### src/rtl/uart_tx_frame.sv
// UART transmitter: start bit, 8 data bits LSB first, optional parity, 1/2 stop bits.
// The divider's baud square wave is synchronised and rising-edge detected, never used as a clock.
`timescale 1ns/1ps
module uart_tx_frame #(
  parameter int PARITY    = 0,
  parameter int STOP_BITS = 1
) (
  input  logic       clk,
  input  logic       rst_n,
  input  logic       clk_bps,
  input  logic [7:0] tx_data,
  input  logic       tx_valid,
  output logic       tx_ready,
  output logic       tx,
  output logic       tx_busy,
  output logic       tx_done
);

  localparam bit PAR_EN   = (PARITY == 1) || (PARITY == 2);
  localparam bit PAR_ODD  = (PARITY == 1);
  localparam bit TWO_STOP = (STOP_BITS == 2);

  typedef enum logic [2:0] {IDLE, ARM, START, DATA, PAR, STOP} state_t;

  state_t     state_q, state_d;
  logic       s1_q, s2_q, s3_q;
  logic       bps_tick;
  logic [7:0] shift_q, shift_d;
  logic [2:0] cnt_q, cnt_d;
  logic       par_q, par_d;
  logic       stop_q, stop_d;
  logic       tx_q, tx_d;

  always_ff @(posedge clk or negedge rst_n) begin
    if (!rst_n) begin
      s1_q <= 1'b0;
      s2_q <= 1'b0;
      s3_q <= 1'b0;
    end else begin
      s1_q <= clk_bps;
      s2_q <= s1_q;
      s3_q <= s2_q;
    end
  end

  assign bps_tick = s2_q & ~s3_q;

  always_ff @(posedge clk or negedge rst_n) begin
    if (!rst_n) begin
      state_q <= IDLE;
      shift_q <= '0;
      cnt_q   <= '0;
      par_q   <= 1'b0;
      stop_q  <= 1'b0;
      tx_q    <= 1'b1;
    end else begin
      state_q <= state_d;
      shift_q <= shift_d;
      cnt_q   <= cnt_d;
      par_q   <= par_d;
      stop_q  <= stop_d;
      tx_q    <= tx_d;
    end
  end

  always_comb begin
    state_d = state_q;
    shift_d = shift_q;
    cnt_d   = cnt_q;
    par_d   = par_q;
    stop_d  = stop_q;
    tx_done = 1'b0;
    unique case (state_q)
      IDLE: if (tx_valid) begin
        shift_d = tx_data;
        par_d   = ^tx_data;
        state_d = ARM;
      end
      ARM:   if (bps_tick) state_d = START;
      START: if (bps_tick) begin
        state_d = DATA;
        cnt_d   = '0;
      end
      DATA: if (bps_tick) begin
        shift_d = {1'b0, shift_q[7:1]};
        cnt_d   = cnt_q + 3'd1;
        if (cnt_q == 3'd7) begin
          state_d = PAR_EN ? PAR : STOP;
          stop_d  = 1'b0;
        end
      end
      PAR: if (bps_tick) begin
        state_d = STOP;
        stop_d  = 1'b0;
      end
      STOP: if (bps_tick) begin
        if (!TWO_STOP || stop_q) begin
          tx_done = 1'b1;
          state_d = IDLE;
        end else begin
          stop_d = 1'b1;
        end
      end
      default: state_d = IDLE;
    endcase
  end

  // Line level is derived from the next state so tx moves on the same edge as the FSM.
  always_comb begin
    tx_d = 1'b1;
    case (state_d)
      START:   tx_d = 1'b0;
      DATA:    tx_d = shift_d[0];
      PAR:     tx_d = par_q ^ PAR_ODD;
      default: tx_d = 1'b1;
    endcase
  end

  assign tx       = tx_q;
  assign tx_ready = (state_q == IDLE);
  assign tx_busy  = (state_q != IDLE);

endmodule

### config.mk
export PLATFORM = sky130hd
export DESIGN_NAME = uart_tx_frame
export DESIGN_NICKNAME = d
export VERILOG_FILES = /design/src/rtl/uart_tx_frame.sv
export SDC_FILE = /design/constraint.sdc
export NUM_CORES = 1
export LEC_CHECK = 0
export ABC_AREA = 1
export BUFFER_PORTS_ARGS = -buffer_cell sky130_fd_sc_hd__buf_2
export CELL_PAD_IN_SITES_DETAIL_PLACEMENT = 2
export CELL_PAD_IN_SITES_GLOBAL_PLACEMENT = 2
export CORE_ASPECT_RATIO = 0.6
export CORE_MARGIN = 2
export CORE_UTILIZATION = 32
export CTS_CLUSTER_SIZE = 25
export DETAILED_ROUTE_END_ITERATION = 10
export HOLD_SLACK_MARGIN = 0.1
export PLACE_DENSITY = 0.76
export SLEW_MARGIN = 20
export SYNTH_ARGS = -nofsm -noshare
export SYNTH_HDL_FRONTEND = slang
export SYNTH_SLANG_ARGS = --single-unit
### constraint.sdc
create_clock -name clk -period 1.57 [get_ports clk]
set_input_delay 0 -clock clk [delete_from_list [all_inputs] [get_ports clk]]
set_output_delay 0 -clock clk [all_outputs]
set_load 0.05 [all_outputs]
==> Word level (Yosys, flattened, before mapping) <==
Cells that the tools add are included.
W data, S select, Z words.
{ "classes": {"addsub": 1, "n_mul": 0, "div": 0, "order_cmp": 0, "eq_ne": 12, "n_shift": 0, "muxes": 17, "bitwise": 2, "reduce_logical": 8} }
{ "ops": {"columns": ["op", "count"], "rows": [
  ["$mux W3", 9],
  ["$pmux W3 S6", 1],
  ["$mux W8", 2],
  ["$pmux W8 S2", 1],
  ["$eq A3 B2 Y1 const B", 4],
  ["$eq A3 B3 Y1 const B", 4],
  ["$reduce_xor A8 Y1", 1],
  ["$ne A2 B2 Y1 const B", 3],
  ["$pmux W3 S2", 1],
  ["$reduce_and A3 Y1", 2],
  ["$reduce_bool A2 Y1", 2],
  ["$add A3 B1 Y3 const B", 1],
  ["$eq A3 B1 Y1 const B", 1],
  ["$logic_not A3 Y1", 1],
  ["$pmux W1 S3", 1],
  ["$reduce_bool A3 Y1", 1],
  ["$mux W1", 2],
  ["$reduce_and A2 Y1", 1],
  ["$and A1 B1 Y1", 1],
  ["$not A1 Y1", 1]
]} }
{ "totals": {"reg_bits": 19, "latch_bits": 0, "mem_bits_rw": 0, "romBits": 0, "input_bits": 12, "out_inout_bits": 4, "wordCells": 49, "n_memories": 0} }

==> Depth between registers and ports, before layout <==
Gate-level depths: netlist (run 1).
{ "logic_depth": {"ltp_word": 6, "ltp_mapped": 9, "ltp_nobuf": 9} }

==> Worst setup path after synthesis (run 1) <==
Ideal clock, no wire load.
{ "synth_timing": {"kind": "flip-flop to output port", "startpoint": "reg state_q[2]", "endpoint": "out tx_done", "t_arrival_ps": 2030, "slack_ps": -460, "path_stages_with_launch": 3, "path_cell_list": "dfrtp_1 inv_2 nor4_1"} }
{ "synth_via": {"elab_chain_cells": 2} }
{ "synth_lines": {"columns": ["item", "line_no", "rtl"], "rows": [
  ["start: declaration", "25", "state_t state_q, state_d;"],
  ["start signal: assignment", "57", "state_q <= state_d;"],
  ["$eq A3 B3 Y1", null, null],
  ["$mux W1", "73", "unique case (state_q)"],
  ["end: declaration", "16", "output logic tx_done"]
]} }
Every way passes these cells.

==> Worst setup path in the final report (run 1) <==
{ "layout_timing": {"startpoint": "reg state_q[1]", "endpoint": "reg shift_q[3]"} }
{ "layout_via": {"elab_chain_cells": 3} }
{ "layout_lines": {"columns": ["item", "line_no", "rtl"], "rows": [
  ["$eq A3 B2 Y1 or $logic_not A3 Y1 (tied branches)", "73", null],
  ["$ne A2 B2 Y1 (no line) or $reduce_bool A2 Y1 (tied branches)", null, null],
  ["$reduce_and A3 Y1 (no line)", null, null],
  ["end signal: assignment", "58", "shift_q <= shift_d;"],
  ["end: declaration", "28", "logic [7:0] shift_q, shift_d;"]
]} }
Parallel ways exist; a longest one is shown, timed or not.
A chain may end at the register's enable or synchronous reset.

==> results of run 1 <==
cell families (layout without fill, tap and decap cells):
group / after synthesis / after routing / synth area share, %
XOR/XNOR: 8 / 8 / 6.82
flip-flops: 19 / 19 / 46.4
AO/OA/AOI/OAI: 13 / 13 / 8.89
adder cells (fa/ha/maj): 2 / 2 / 2.44
AND/OR/NAND/NOR: 68 / 68 / 30.0
buffers and inverters: 14 / 44 / 5.48
power groups by stage:
stage | combinational, mW | clock [mW] | sequential, mW
2_1_floorplan | 0.413 | 0 | 0.793
3_5_place_dp | 0.651 | 0 | 0.779
4_1_cts | 0.669 | 0.342 | 0.773
5_1_grt | 0.762 | 0.363 | 0.795
3_3_place_gp | 0.614 | 0 | 0.772
6_report | 0.671 | 0.329 | 0.773
area by class of cell:
type | count | share of cell area, %
multi-input combinational | 91 | 38.3
clock buffer | 4 | 3.43
sequential | 19 | 36.3
timing repair buffer | 26 | 13.7
tap | 42 | 4.00
inverter | 14 | 4.29
cell usage after synthesis (2+ instances only):
| master | n | share of area (%) |
|---|---|---|
| a22o_1 | 2 | 1.7 |
| a22oi_1 | 5 | 3.7 |
| dfrtp_1 | 18 | 44 |
| ha_1 | 2 | 2.4 |
| inv_1 | 10 | 3.7 |
| inv_2 | 2 | 0.73 |
| nand2_1 | 40 | 15 |
| nand2_2 | 2 | 1.2 |
| nand3_1 | 10 | 4.9 |
| nor2_1 | 8 | 2.9 |
| nor2_2 | 4 | 2.4 |
| o21ai_0 | 2 | 0.97 |
| xnor2_1 | 4 | 3.4 |
| xor2_1 | 4 | 3.4 |
routing by layer:
layer | global-route usage [%] | wire length [um]
met4 | 3.21 | 10
met2 | 32.7 | 1380
met1 | 25.1 | 1570
met5 | 0 | 0
met3 | 4.72 | 96
sequential cells by signal, summed over array words and instances (netlist names):
signal and flops:
s2_q 1, cnt_q 3, s1_q 1, state_q 3
tx 1, par_q 1, shift_q 8, s3_q 1
repair_timing:
action	4_1_cts	5_1_grt
hold buffers	9	0
endpoints found under the hold margin	27	0
setup endpoints to repair	0	1
resized for setup	0	1
placed cells by master (no fill, tap or decap):
cell / count
clkbuf_1: 1
xnor2_1: 4
clkinv_2: 1
a22o_1: 2
dfstp_2: 1
clkbuf_8: 3
xor2_1: 4
nand3_2: 1
buf_2: 15
inv_4: 1
o211ai_1: 1
a22oi_1: 5
nand4_1: 1
ha_1: 2
nor2_2: 5
inv_1: 10
o21ai_1: 1
dlygate4sd3_1: 9
nand2_1: 40
dfrtp_1: 18
nor4_2: 1
nand2_2: 2
o21ai_0: 2
nor2_1: 7
buf_4: 2
a31oi_1: 1
nand3_1: 10
nand3_4: 1
inv_2: 2
o31ai_1: 1
critical path: cells and delay by family (launching register included):
| kind | cells | cell delay, ns |
|---|---|---|
| buf+inv | 1 | 0.20 |
| compound gates | 1 | 0.22 |
| simple gates | 4 | 0.45 |
| flops | 1 | 0.46 |
path summary, 6_finish.rpt:
check | endpoint | depth (start not counted) | slack [ns] | start
max | shift_q[3] | 6 | 0.12 | state_q[1]
min | shift_q[0] | 5 | 0.15 | tx_valid
max reg2reg | shift_q[3] | 6 | 0.12 | state_q[1]
min reg2reg | s2_q | 0 | 0.37 | s1_q
max in group asynchronous | tx | 2 | 1.03 | rst_n
min in group asynchronous | state_q[2] | 2 | 0.21 | rst_n
==> run_results.csv, run 1 <==
group,metric,value,unit
run_status,status,"finished clean",
layout,final_core_util,44.3,%
clock_network,clk_pin_slew_worst_paths,0.07,ns
job,drv_cap,0,
power_and_ir_drop,power_frac_clock,18.5,%
power_and_ir_drop,pwr-share-comb,37.8,%
yosys,synthArstFlopShare,100,%
critical_path,slowest_delay,0.46,ns
yosys,synth_edf_count,0,
critical_path,cp_common_cell,"nand2_1",
layout,syn2layout_area_growth,27.9,%
floorplan,core_area,2970,um2
yosys,yosysWarnings,0,
floorplan,dieHeight,47.9,um
layout,nets,169,
placement,hpwlAfterDp,2.31,mm
critical_path,slowest_stage,"dfrtp_1",
timing,maxSlewViolCount,0,
global_routing,antenna_found_initial,0,
yosys,ys_ff_latch,19,
timing,tightest_slew,0.425,ns
timing,fin_setup_tns,0,ns
clock_network,tritoncts,"built",
floorplan,die-area,3690,um2
clock_network,cts-buffers-inserted,3,
placement,dpl_worst_slack,0.136,ns
timing,rsz0062_at_grt,"no",
critical_path,end_kind,"flop",
global_routing,grt_remaining_overflow,0,
yosys,netlist_area,1030,um2
yosys,syn_nets,138,
power_and_ir_drop,vdd_drop_max,0.502,mV
layout,finalInstanceArea,1310,um2
min_path,hold_class,"primary input to flop",
placement,dp_cells,183,
critical_path,crit_type,"flop to flop",
floorplan,initial_core_util,34.6,%
clock_network,cts_sinks,19,
clock_network,root_buffer,"clkbuf_8",
clock_network,cts_setup_buffers,0,
yosys,synth_top_flop_cell,"dfrtp_1",
yosys,ys_seq_area_share,46.4,%
drt,vias,952,
clock_network,htree_num_levels,1,
placement,portBuffers,15,
global_routing,track_usage,18.9,%
critical_path,path_cells,"nand2_1 > nor2_2 > nand2_2 > clkinv_2 > a22oi_1 > nand2_1",
layout,drive_gt1_share,22.7,%
drt,avgViaCountPerCell,4.86,
drt,first_pass_iters,4,
layout,seq_area,477,um2
critical_path,required,1.70,ns
floorplan,fp-row-count,15,
floorplan,die_w,77.1,um
timing,final.period_utilization,92.2,%
placement,postPlaceCellArea,1180,um2
power_and_ir_drop,p_leak,0.689,nW
power_and_ir_drop,p_int,1.09,mW
yosys,synthesis.instances,124,
drt,routed_wl,3.06,mm
critical_path,cp_max_fo,10,
drt,wire_per_inst,15.6,um
global_routing,grt_pass1_vias,985,
layout,fillerInstances,359,
placement,gp_congestion,0.785,
yosys,syn_area_per_cell,8.28,um2
power_and_ir_drop,p_per_area,1350,nW/um2
layout,final_cells,196,
critical_path,cp.arrival,1.58,ns
timing,skew,0.00321,ns
global_routing,grt_pass1_wl,5.10,mm
drt,drc,0,
yosys,ys_types,25,
global_routing,grt_start_max_net_pins,20,
power_and_ir_drop,p_sw,685,uW
drt,drt_first_iter_violations,23,
floorplan,io_pins,16,
timing,finalSetupViolations,0,
timing,maxSlewHeadroom,71.7,%
power_and_ir_drop,power_switching_share,38.6,%
layout,multi_input_area,503,um2
timing,hold_viol_final,0,
power_and_ir_drop,p_total,1.77,mW
timing,max_freq,691,MHz
power_and_ir_drop,pwr-share-seq,43.6,%
timing,hold_ws,0.152,ns
drt,ant_nets,0,
timing,fin_ws,0.122,ns
timing,period_needed,1.45,ns
critical_path,startpoint_type,"flop",
clock_network,clockBufferDepth,2,
clock_network,clock_latency,0.25,ns
layout,diodes,0,
Power figures use the tool's default switching activity.
==> inputs of run 2 (changes only) <==
Settings changed: PLACE_DENSITY 0.76 to not set, PLACE_DENSITY_LB_ADDON set to 0.25.
==> run 2 against run 1 <==
Compared with the run above:
- critical path depth rose by 2
- utilization barely moved
- final cell count did not move
- count of clock-buffer cells in the layout fell by 1
- via count fell by 0.21%
- sequential power rose by 1%
- wire length rose by 5.3%
- setup slack improved by 0.0071 ns
- sequential share of layout area barely moved
- global-route usage rose by 1.1 points
==> run_results.csv, run 2 (synthesized netlist as in run 1, its figures left out) <==
group,metric,value,unit
run_status,status,"finished clean",
drt,drt_first_iter_violations,43,
power_and_ir_drop,pwr-share-seq,43.3,%
layout,layout_commonest_cell,"nand2_1",
layout,fillerInstances,358,
timing,final.period_utilization,91.8,%
layout,top_register,"shift_q",
critical_path,end_kind,"flop",
timing,hold_viol_final,0,
global_routing,grt_pass1_vias,1075,
power_and_ir_drop,p_int,1.08,mW
timing,tightest_slew,0.435,ns
timing,finalSetupViolations,0,
power_and_ir_drop,p_sw,718,uW
critical_path,r2r_setup_slack,0.13,ns
placement,portBuffers,15,
power_and_ir_drop,p_total,1.80,mW
layout,layout_common_cells,"40 x nand2_1, 18 x dfrtp_1, 15 x buf_2",
critical_path,r2r_cells,8,
clock_network,cts_sinks,19,
layout,nets,169,
layout,diodes,0,
drt,ant_nets,0,
critical_path,cp_common_cell,"nand2_1",
power_and_ir_drop,power_frac_clock,19.0,%
critical_path,crit_type,"flop to flop",
critical_path,path_cells,"ha_1 > ha_1 > nand2_1 > nor2_1 > nor2_1 > nand3_1 > nand2_1 > nand2_1",
drt,drc,0,
critical_path,cp.arrival,1.63,ns
layout,syn2layout_area_growth,27.8,%
timing,fin_ws,0.129,ns
global_routing,grt_remaining_overflow,0,
critical_path,cp_max_fo,3,
floorplan,die-area,3690,um2
critical_path,r2r-start,"cnt_q[0]",
timing,skew,0.00641,ns
placement,dp_cells,183,
clock_network,clk_pin_slew_worst_paths,0.07,ns
layout,drive_gt1_share,22.7,%
timing,max_freq,694,MHz
floorplan,io_pins,16,
floorplan,dieHeight,47.9,um
power_and_ir_drop,vdd_drop_max,0.475,mV
min_path,holdPathStages,5,
clock_network,cts_resized,0,
timing,fin_setup_tns,0,ns
power_and_ir_drop,pwr-share-comb,37.6,%
clock_network,cts-buffers-inserted,3,
placement,postPlaceCellArea,1180,um2
layout,finalInstanceArea,1310,um2
critical_path,slowest_delay,0.41,ns
critical_path,timing.rr.end,"tx",
drt,avgViaCountPerCell,4.85,
floorplan,fp-row-count,15,
critical_path,crit_family,"simple AND/OR/NAND/NOR gates",
floorplan,initial_core_util,34.6,%
clock_network,root_buffer,"clkbuf_8",
power_and_ir_drop,p_per_area,1370,nW/um2
global_routing,grt_pass1_wl,5.42,mm
global_routing,track_usage,19.9,%
layout,top_regs,"shift_q (8), cnt_q (3), state_q (3)",
timing,maxSlewViolCount,0,
drt,vias,950,
min_path,min_from,"tx_valid",
drt,routed_wl,3.22,mm
critical_path,path_buf_inv,0,
min_path,min_to,"shift_q[0]",
drt,wire_per_inst,16.4,um
min_path,hold_class,"primary input to flop",
global_routing,grt_start_max_net_pins,20,
clock_network,htree_num_levels,1,
placement,dpl_worst_slack,0.154,ns
critical_path,required,1.76,ns
timing,maxSlewHeadroom,71.0,%
job,drv_cap,0,
placement,gp_congestion,0.782,
clock_network,clockBufferDepth,2,
clock_network,tritoncts,"built",
timing,rsz0062_at_grt,"no",
timing,period_needed,1.44,ns
power_and_ir_drop,p_leak,0.690,nW
layout,final_cells,196,
clock_network,clock_latency,0.26,ns
drt,first_pass_iters,2,
floorplan,core_area,2970,um2
placement,hpwlAfterDp,2.33,mm
power_and_ir_drop,power_switching_share,39.9,%
critical_path,slowest_stage,"dfrtp_1",
floorplan,die_w,77.1,um
global_routing,antenna_found_initial,0,
layout,largest_reg_flops,8,
critical_path,startpoint_type,"flop",
## run 2: cell count changes in the layout (fill, tap and decap cells not counted), sizes merged
cell,change
clkbuf,-1
clkinv,+1
## run 2: area by class of cell
type / instances / area [um2] / share of cell area, %
clock buffers: 3 / 41.3 / 3.15
multi-input cells: 91 / 500 / 38.1
well taps: 42 / 52.6 / 4.00
repair buffers: 26 / 180 / 13.7
clock inverters: 1 / 5.00 / 0.381
flip-flops and latches: 19 / 477 / 36.3
inverters: 14 / 56.3 / 4.29
## run 2: worst max path at each step
| stage | from | endpoint | slack, ns | cells after the start |
|---|---|---|---|---|
| 6_report | cnt_q[0] | tx | 0.13 | 8 |
| 5_1_grt | cnt_q[0] | tx | 0.01 | 8 |
| 4_1_cts | cnt_q[0] | tx | 0.13 | 8 |
| 3_5_place_dp | s2_q | tx | 0.15 | 7 |
| 3_3_place_gp | cnt_q[0] | tx | 0.20 | 8 |
| 2_1_floorplan | state_q[2] | tx_done | 0.11 | 2 |
## run 2: layer usage
layer  track usage, %  part of all wire [%]  routed length (um)  vias up
met2             37.4                    50                1610        8
met1             24.7                    47                1530      477
li1                 -                     -                   -      463
met4             3.21                  0.25                   8        0
met5                0                     0                   0        -
met3             5.09                   2.4                  78        2
## run 2: worst min-delay path, cell delays in order
cell,delay [ns]
buf_2,0.11
nand4_1,0.10
nand2_1,0.09
inv_1,0.05
nand2_1,0.05
## run 2: stage by stage
stage	hold slack, ns	util (%)
floorplan	-0.296	-
global placement	-0.0478	39.7
detailed placement	-0.0261	39.7
CTS	0.179	44.3
global route	0.203	44.3
finish	0.179	44.3
## run 2: power by group through the flow
stage | combinational (mW) | sequential, mW | clock [mW]
global placement | 0.609 | 0.772 | 0
CTS | 0.677 | 0.776 | 0.355
finish | 0.678 | 0.781 | 0.343
detailed placement | 0.647 | 0.780 | 0
global route | 0.772 | 0.800 | 0.371
floorplan | 0.413 | 0.793 | 0
## run 2: timing repair
action / 4_1_cts / 5_1_grt
hold buffers: 9 / 0
hold endpoints to repair: 27 / 0
setup buffers: 0 / 0
